===== config.mk =====
export PLATFORM = sky130hd
export DESIGN_NAME = pdh_gpio_cmd_ctrl
export DESIGN_NICKNAME = d
export VERILOG_FILES = /design/src/rtl/pdh_ctrl_pkg.sv /design/src/rtl/pdh_word_sync.sv /design/src/rtl/pdh_gpio_cmd_ctrl.sv
export SDC_FILE = /design/constraint.sdc
export NUM_CORES = 1
export LEC_CHECK = 0
export ABC_AREA = 0
export CAP_MARGIN = 20
export CELL_PAD_IN_SITES_DETAIL_PLACEMENT = 0
export CELL_PAD_IN_SITES_GLOBAL_PLACEMENT = 1
export CORE_AREA = 2 2 239 123
export CTS_CLUSTER_DIAMETER = 200
export DETAILED_ROUTE_END_ITERATION = 7
export DIE_AREA = 0 0 241 125
export PLACE_DENSITY = 0.85
export SYNTH_ARGS = -nofsm -noshare
export SYNTH_HDL_FRONTEND = slang
export SYNTH_SLANG_ARGS = --single-unit

===== constraint.sdc =====
create_clock -name clk -period 3.14 [get_ports clk]
set_clock_uncertainty 0.2 [all_clocks]
set_input_delay 0.785 -clock clk [delete_from_list [all_inputs] [get_ports clk]]
set_output_delay 0.785 -clock clk [all_outputs]
set_load 0.05 [all_outputs]

===== src/rtl/pdh_ctrl_pkg.sv =====
// Shared definitions for the PS <-> pdh_clk command sequencer: word layouts, opcodes, FSM states.
package pdh_ctrl_pkg;

    localparam int unsigned WORD_W = 32;
    localparam int unsigned OP_W   = 4;
    localparam int unsigned ADDR_W = 3;
    localparam int unsigned CNT_W  = 8;
    localparam int unsigned RSVD_W = 8;

    // Command word (PS -> PL)
    localparam int unsigned IN_STROBE_BIT = 31;
    localparam int unsigned IN_OP_LSB     = 27;
    localparam int unsigned IN_ADDR_LSB   = 24;
    localparam int unsigned IN_RSVD_LSB   = 16;
    localparam int unsigned IN_DATA_LSB   = 0;
    localparam logic [WORD_W-1:0] IN_RSVD_MASK = 32'h00FF_0000;

    // Response word (PL -> PS)
    localparam int unsigned OUT_ACK_BIT  = 31;
    localparam int unsigned OUT_ERR_BIT  = 30;
    localparam int unsigned OUT_BUSY_BIT = 29;
    localparam int unsigned OUT_ADDR_LSB = 24;
    localparam int unsigned OUT_CNT_LSB  = 16;
    localparam int unsigned OUT_DATA_LSB = 0;

    typedef enum logic [OP_W-1:0] {
        OP_NOP    = 4'd0,
        OP_WRITE  = 4'd1,
        OP_READ   = 4'd2,
        OP_STATUS = 4'd3,
        OP_SRST   = 4'd4
    } op_e;

    typedef enum logic [2:0] {
        IDLE   = 3'd0,
        SETTLE = 3'd1,
        EXEC   = 3'd2,
        SRST   = 3'd3,
        RESP   = 3'd4
    } state_e;

    // Opcodes above OP_SRST are reserved and reported as errors.
    function automatic logic op_is_valid(input logic [OP_W-1:0] op);
        return op <= OP_SRST;
    endfunction

endpackage


===== src/rtl/pdh_word_sync.sv =====
// Two-flop bus synchroniser with a one-cycle-delayed copy for change detection.
module pdh_word_sync #(
    parameter int unsigned W = 32
) (
    input  logic         clk,
    input  logic         rst,
    input  logic [W-1:0] word_in,
    output logic [W-1:0] sync_word,
    output logic         changed_c
);

    logic [W-1:0] meta;
    logic [W-1:0] prev;

    // Synchroniser chain plus previous-cycle copy of the synchronised word
    always_ff @(posedge clk) begin
        if (rst) begin
            meta      <= '0;
            sync_word <= '0;
            prev      <= '0;
        end else begin
            meta      <= word_in;
            sync_word <= meta;
            prev      <= sync_word;
        end
    end

    assign changed_c = (sync_word != prev);

endmodule


===== src/rtl/pdh_gpio_cmd_ctrl.sv =====
// Command sequencer: decodes toggle-strobe PS commands, owns the datapath config registers.
module pdh_gpio_cmd_ctrl
    import pdh_ctrl_pkg::*;
#(
    parameter int unsigned N_REGS          = 8,
    parameter int unsigned DATA_W          = 16,
    parameter int unsigned SETTLE_CYCLES   = 4,
    parameter int unsigned SOFT_RST_CYCLES = 16
) (
    input  logic                     clk,
    input  logic                     rst,
    input  logic [WORD_W-1:0]        axi_from_ps_i,
    output logic [WORD_W-1:0]        axi_to_ps_o,
    input  logic [DATA_W-1:0]        status_i,
    output logic [N_REGS*DATA_W-1:0] cfg_regs_o,
    output logic                     cfg_wr_o,
    output logic [ADDR_W-1:0]        cfg_wr_addr_o,
    output logic                     soft_rst_o
);

    localparam int unsigned SETTLE_W = 4;
    localparam int unsigned SRST_W   = 8;

    logic [WORD_W-1:0] sync_word;
    logic              word_changed_c;
    logic              sync_rsvd_unused;

    state_e            state;
    state_e            state_next;
    logic              last_strobe;
    logic [SETTLE_W-1:0] settle_cnt;
    logic [SRST_W-1:0] srst_cnt;

    logic [OP_W-1:0]   cmd_op;
    logic [ADDR_W-1:0] cmd_addr;
    logic [DATA_W-1:0] cmd_data;
    logic [DATA_W-1:0] cfg_regs [N_REGS];

    logic [DATA_W-1:0] exec_rd;
    logic              exec_err;
    logic              ack;
    logic              rsp_err;
    logic              busy;
    logic [ADDR_W-1:0] rsp_addr;
    logic [CNT_W-1:0]  cmd_cnt;
    logic [DATA_W-1:0] rsp_data;

    logic              latch_c;
    logic              exec_c;
    logic              resp_c;
    logic              wr_c;
    logic              err_c;
    logic [DATA_W-1:0] rd_c;

    // Reserved bits are masked before synchronisation so they never restart settling
    pdh_word_sync #(.W(WORD_W)) u_word_sync (
        .clk       (clk),
        .rst       (rst),
        .word_in   (axi_from_ps_i & ~IN_RSVD_MASK),
        .sync_word (sync_word),
        .changed_c (word_changed_c)
    );

    assign sync_rsvd_unused = ^sync_word[IN_RSVD_LSB +: RSVD_W];

    // FSM state register
    always_ff @(posedge clk) begin
        if (rst) state <= IDLE;
        else     state <= state_next;
    end

    // FSM next-state logic
    always_comb begin
        state_next = state;
        case (state)
            IDLE:    if (sync_word[IN_STROBE_BIT] != last_strobe) state_next = SETTLE;
            SETTLE:  if (!word_changed_c && settle_cnt == SETTLE_W'(SETTLE_CYCLES - 1)) state_next = EXEC;
            EXEC:    state_next = (cmd_op == OP_SRST) ? SRST : RESP;
            SRST:    if (srst_cnt == SRST_W'(SOFT_RST_CYCLES - 1)) state_next = RESP;
            RESP:    state_next = IDLE;
            default: state_next = IDLE;
        endcase
    end

    // FSM output decode: stage enables and the read data a command returns
    always_comb begin
        latch_c = 1'b0;
        exec_c  = 1'b0;
        resp_c  = 1'b0;
        wr_c    = 1'b0;
        err_c   = 1'b0;
        rd_c    = '0;
        latch_c = (state == SETTLE) && (state_next == EXEC);
        exec_c  = (state == EXEC);
        resp_c  = (state == RESP);
        wr_c    = exec_c && (cmd_op == OP_WRITE);
        err_c   = !op_is_valid(cmd_op);
        case (cmd_op)
            OP_WRITE:  rd_c = cmd_data;
            OP_READ:   rd_c = cfg_regs[cmd_addr];
            OP_STATUS: rd_c = status_i;
            default:   rd_c = '0;
        endcase
    end

    // Counters, command capture, register file and response fields
    always_ff @(posedge clk) begin
        if (rst) begin
            last_strobe   <= 1'b0;
            settle_cnt    <= '0;
            srst_cnt      <= '0;
            cmd_op        <= '0;
            cmd_addr      <= '0;
            cmd_data      <= '0;
            for (int unsigned k = 0; k < N_REGS; k++) cfg_regs[k] <= '0;
            cfg_wr_o      <= 1'b0;
            cfg_wr_addr_o <= '0;
            soft_rst_o    <= 1'b0;
            exec_rd       <= '0;
            exec_err      <= 1'b0;
            ack           <= 1'b0;
            rsp_err       <= 1'b0;
            busy          <= 1'b0;
            rsp_addr      <= '0;
            cmd_cnt       <= '0;
            rsp_data      <= '0;
        end else begin
            settle_cnt <= (state == SETTLE && !word_changed_c) ? settle_cnt + SETTLE_W'(1) : '0;
            srst_cnt   <= (state == SRST) ? srst_cnt + SRST_W'(1) : '0;
            soft_rst_o <= (state_next == SRST);
            busy       <= (state_next != IDLE);
            cfg_wr_o   <= wr_c;
            if (latch_c) begin
                cmd_op      <= sync_word[IN_OP_LSB +: OP_W];
                cmd_addr    <= sync_word[IN_ADDR_LSB +: ADDR_W];
                cmd_data    <= sync_word[IN_DATA_LSB +: DATA_W];
                last_strobe <= sync_word[IN_STROBE_BIT];
            end
            if (wr_c) begin
                cfg_regs[cmd_addr] <= cmd_data;
                cfg_wr_addr_o      <= cmd_addr;
            end
            if (exec_c) begin
                exec_rd  <= rd_c;
                exec_err <= err_c;
            end
            if (resp_c) begin
                ack      <= last_strobe;
                rsp_err  <= exec_err;
                rsp_addr <= cmd_addr;
                rsp_data <= exec_rd;
                cmd_cnt  <= cmd_cnt + CNT_W'(1);
            end
        end
    end

    assign axi_to_ps_o = {ack, rsp_err, busy, 2'b00, rsp_addr, cmd_cnt, rsp_data};

    // Flatten the register file, register k at [16k+15:16k]
    always_comb begin
        cfg_regs_o = '0;
        for (int unsigned k = 0; k < N_REGS; k++) cfg_regs_o[k*DATA_W +: DATA_W] = cfg_regs[k];
    end

endmodule


======== Yosys cells after proc, flatten, opt, wreduce, memory -nomap -nowiden ========
Memories as Yosys holds them, arrays and structs flattened. A register that Yosys moved wholly into a read port is not among the register bits.
Cells that the tools add are included.
Widths: inputs -> output; s select.
storage, ports and cells
  register bits ........................... 187
  memories ................................ 1
  RAM bits ................................ 128
  word-level logic and storage cells ...... 70
  input bits .............................. 50
  output and inout port bits .............. 165
operators by class
  $lt $le $gt $ge ......................... 1
  reductions and logical operators ........ 11
  multiplexer cells ....................... 16
  equality and inequality tests ........... 14
  bitwise logic cells ..................... 2
  $add $sub $neg .......................... 3
memories
  memory    depth  width  rd ports  clocked after Yosys merged registers in  wr ports  line                     text
  cfg_regs  8      16     9         1                                        8         pdh_gpio_cmd_ctrl.sv:37  logic [DATA_W-1:0] cfg_regs [N_REGS];
operator list
  kind                 count
  $pmux 16 s3          1
  $ne 32x32->1         1
  $mux 3               7
  $add 8x1->8 const B  2
  $mux 16              1
  $reduce_or 16->1     1
  $eq 3x2->1 const B   4
  $eq 4x2->1 const B   3
  $pmux 3 s4           1
  $eq 8x4->1 const B   1
  $mux 1               6
  $add 4x1->4 const B  1
  $eq 4x1->1 const B   1
  $eq 4x3->1 const B   1
  $le 4x3->1 const B   1
  $logic_and 1x1->1    4
  $reduce_or 2->1      2
  $eq 3x1->1 const B   1
  $eq 3x3->1 const B   1
  $logic_not 3->1      1
  $reduce_bool 3->1    1
  $logic_not 1->1      2
  $not 1->1            2
  $ne 1x1->1           1

======== Longest topological paths before layout ========
  depth after elaboration ................. 9
  gate-level depth with buffers ........... 7
  gate-level depth less buffers ........... 6

======== Cells and area by module ========
A second synthesis with hierarchy kept.
second synthesis, totals
  cells, all modules ...................... 1025
  area total of the unflattened synthesis .. 12668.4 um^2
by module, submodules not included
  module             cells each  instances  area an instance (um^2)  sequential area each (um^2)
  pdh_gpio_cmd_ctrl  780         1          9743.1                   5725.5
  pdh_word_sync      245         1          2925.3                   1921.8

======== Worst setup path after synthesis ========
OpenSTA, ideal clock, no wires.
  path kind ............................... input-to-reg
  start ................................... in rst
  end ..................................... mem cfg_regs[3][0], enable pin
  cell stages on the path ................. 4
  slack ................................... 0.746 ns
  arrival ................................. 1.860 ns
  required time ........................... 2.606 ns
  setup time .............................. 0.334 ns
  path buffers ............................ 3
  path through ............................ clkbuf_1 clkbuf_1 clkbuf_1 or2_2
RTL lines
  element          line                     text
  start, declared  pdh_gpio_cmd_ctrl.sv:11  input logic rst,
  end, declared    pdh_gpio_cmd_ctrl.sv:37

==> run metrics <==
WL final=33220 microns; max_slew headroom=0.2851; FF-to-FF Start=state[1]; Critical Path End=cfg_regs_o[27]; Longest Clk Path Bufs=3; area of the multi-input gates=4210 sq um; Syn Std Cell Area=11630 sq um; Iter 0 DRT Violations=871; YS warnings=0; Fillers=2466; row count=44; Crit path arrival time=1850 ps; max cap viols=0; Comb power frac=0.073; Buf/Inv on CP=1; Power per Cell Area=535.4 nW/um^2; CTS buffer count=26; fin. max-slew vios=0; per-cell routed wire length=21.36 microns; worst skew pair latency=550 ps; Cell Chain, Critical Path=clkdlybuf4s50_1; Max VDD drop=0.3392 mV; syn avg cell area=12.28 sq um; post-synth cell types=49; fmax=0.3528 GHz; Stages on worst setup path=1; DIE HEIGHT=125 microns; met1 GRT Util=0.3237; crit share post-route=0.9027; Vias=8112; GRT Util Overall=0.2198; Worst path max stage delay=840 ps; vias in the first global route=7900; r2r endpoint=cfg_regs[1][14]; Die X=241 microns; first-pass GRT wire length=49340 microns; post-synthesis sequential area ratio=0.6160; hpwl dp=24030 microns; largest net degree at the start of global routing=65; Initial Util=0.4111; Post-synth EDFFs=128; Worst path slowest cell=clkdlybuf4s50_1; layout cells sized above 1=0.1100; Sequential Power Share=0.515; Most Crowded Layer GR=met1; start point of the critical path=cfg_regs[1][11]; Int Pwr=6.163 mW; register bit count reported by yosys=294; Leakage=5.303 nW; CTS clk-pin slew, worst paths=70 ps; Final min period=2834 ps; root buffer cell=clkbuf_16; hold buffer count at cts=0; # setup viols final=0; CP required=2150 ps; synth-to-layout area growth=28.96%; clock net sink count=294; Switch Pwr=1.869 mW; RSZ-0062 raised after global routing=no; Core Area=28300 sq um; TNS Setup=0 ps; status=finished clean; DRC=0; n_diodes=0; Worst Reg-to-Reg Cells=5; clock network power share=0.412; # Post-CTS Setup Buffers=0; nets=1197; post-cts sizing count=0; HP Class=register to register; port bufs=204; Critical Path Source Type=register; Top Ports=215; Pre-Repair DR Iteration Count=7; die area=30130 sq um; Async SR Flop Fraction=0; GRT met2 Usage=0.3168; Util after Layout=0.5302; Setup CP Type=register to primary output; Via density=5.217; register area=7168 sq um; Most used DFF post-synth=dfxtp_1; grt total ovfl=0; Gate Count Post-Synth=947; critical path's top delay family=buffers and inverters; total chip power=8.032 mW; worst-margin pin slew=1068 ps; Worst Setup End Kind=primary output; Fin. Hold Viols=0; CP max FO=2; reg-to-reg setup timing slack=660 ps; antenna-violating nets left=0; CTS tree=done; H-Tree Level Count=1; switching share of power=0.2327; initial antenna violation count=6; Placer Congestion=0.8279; met3 Use GR=0.07772
## cell families after synthesis
family	after synthesis	synth area share
buf+inv	62	0.02366
simple gates	386	0.1928
xor+xnor	40	0.03011
compound gates	113	0.05808
fa+ha+maj	3	0.003227
mux	48	0.07571
flops	294	0.6160
other cells	1	0.0003223
## worst min path at each step
stage                               startpoint  depth (start not counted)                         to  slack, ps
after floorplan                    srst_cnt[0]                          1                srst_cnt[0]        210
after global placement     u_word_sync.meta[1]                          1   u_word_sync.sync_word[1]        220
after detailed placement  u_word_sync.meta[13]                          1  u_word_sync.sync_word[13]        220
after CTS                  u_word_sync.meta[4]                          1   u_word_sync.sync_word[4]        240
after global routing      u_word_sync.meta[27]                          1  u_word_sync.sync_word[27]        260
final                      u_word_sync.meta[4]                          1   u_word_sync.sync_word[4]        230
## cells in the final DEF (no fill, tap or decap), types with 24 or more instances in the layout
cell type	count
xor2_1	33
dfxtp_1	165
edfxtp_1	128
nand3_1	32
and2_1	130
a21oi_1	50
nor2_1	28
nor2b_1	72
o21ai_0	27
nand2_1	73
mux4_2	32
clkbuf_16	28
clkdlybuf4s50_1	203
buf_4	24
## power by group through the flow
stage | Clock [mW] | Combinational [mW] | Sequential (mW)
global route | 3.53 | 0.610 | 4.15
finish | 3.31 | 0.583 | 4.14
CTS | 3.37 | 0.586 | 4.14
floorplan | 0 | 0.155 | 4.41
global placement | 0 | 0.582 | 4.22
detailed placement | 0 | 0.584 | 4.22
## flip-flops by register name, summed over array words and instances (netlist names), 8 cells and up, named ones only
| signal | flops |
|---|---|
| cfg_regs | 128 |
| u_word_sync.sync_word | 24 |
| u_word_sync.prev | 24 |
| exec_rd | 16 |
| cmd_data | 16 |
| srst_cnt | 8 |
| rsp_data | 16 |
| cmd_cnt | 8 |
| u_word_sync.meta | 24 |
## cell usage after synthesis, types with 8 or more instances
library cell	instances	area, sq um
dfxtp_1	166	3323
and2_1	130	813.3
edfxtp_1	128	3844
nand2_1	73	274.0
nor2b_1	72	450.4
a21oi_1	50	250.2
clkbuf_1	37	138.9
xor2_1	33	289.0
mux4_2	32	720.7
nand3_1	32	160.2
nor2_1	28	105.1
o21ai_0	27	135.1
a22oi_1	16	120.1
mux2i_1	16	160.2
o221ai_1	16	140.1
buf_2	15	75.07
or2_2	8	50.05
## area by class of cell
cell class                      count  area share
Sequential cell                   294      0.4778
Multi-Input combinational cell    592      0.2806
Timing Repair Buffer              228      0.1488
Clock buffer                       40     0.05437
Tap cell                          391     0.03261
Clock inverter                      8    0.005337
Inverter                            2   0.0005004
## layer usage
layer | vias up | wire, microns
li1 | 3713 | -
met1 | 4010 | 14200
met2 | 340 | 13960
met3 | 45 | 4597
met4 | 4 | 435
met5 | - | 26
## through the flow
step / setup slack [ps] / std cells / hold WS [ps] / instance area (sq um)
after floorplan: 746.4 / 948 / 213.2 / 11640
after global placement: 393.7 / 1507 / 220.6 / 14110
after detailed placement: 379.2 / 1507 / 224.6 / 14110
after CTS: 297.5 / 1555 / 238.1 / 15000
after global routing: 288.2 / 1555 / 256.5 / 15000
final: 305.6 / 1555 / 234.0 / 15000
No activity file was read; power rests on OpenSTA's default activity.
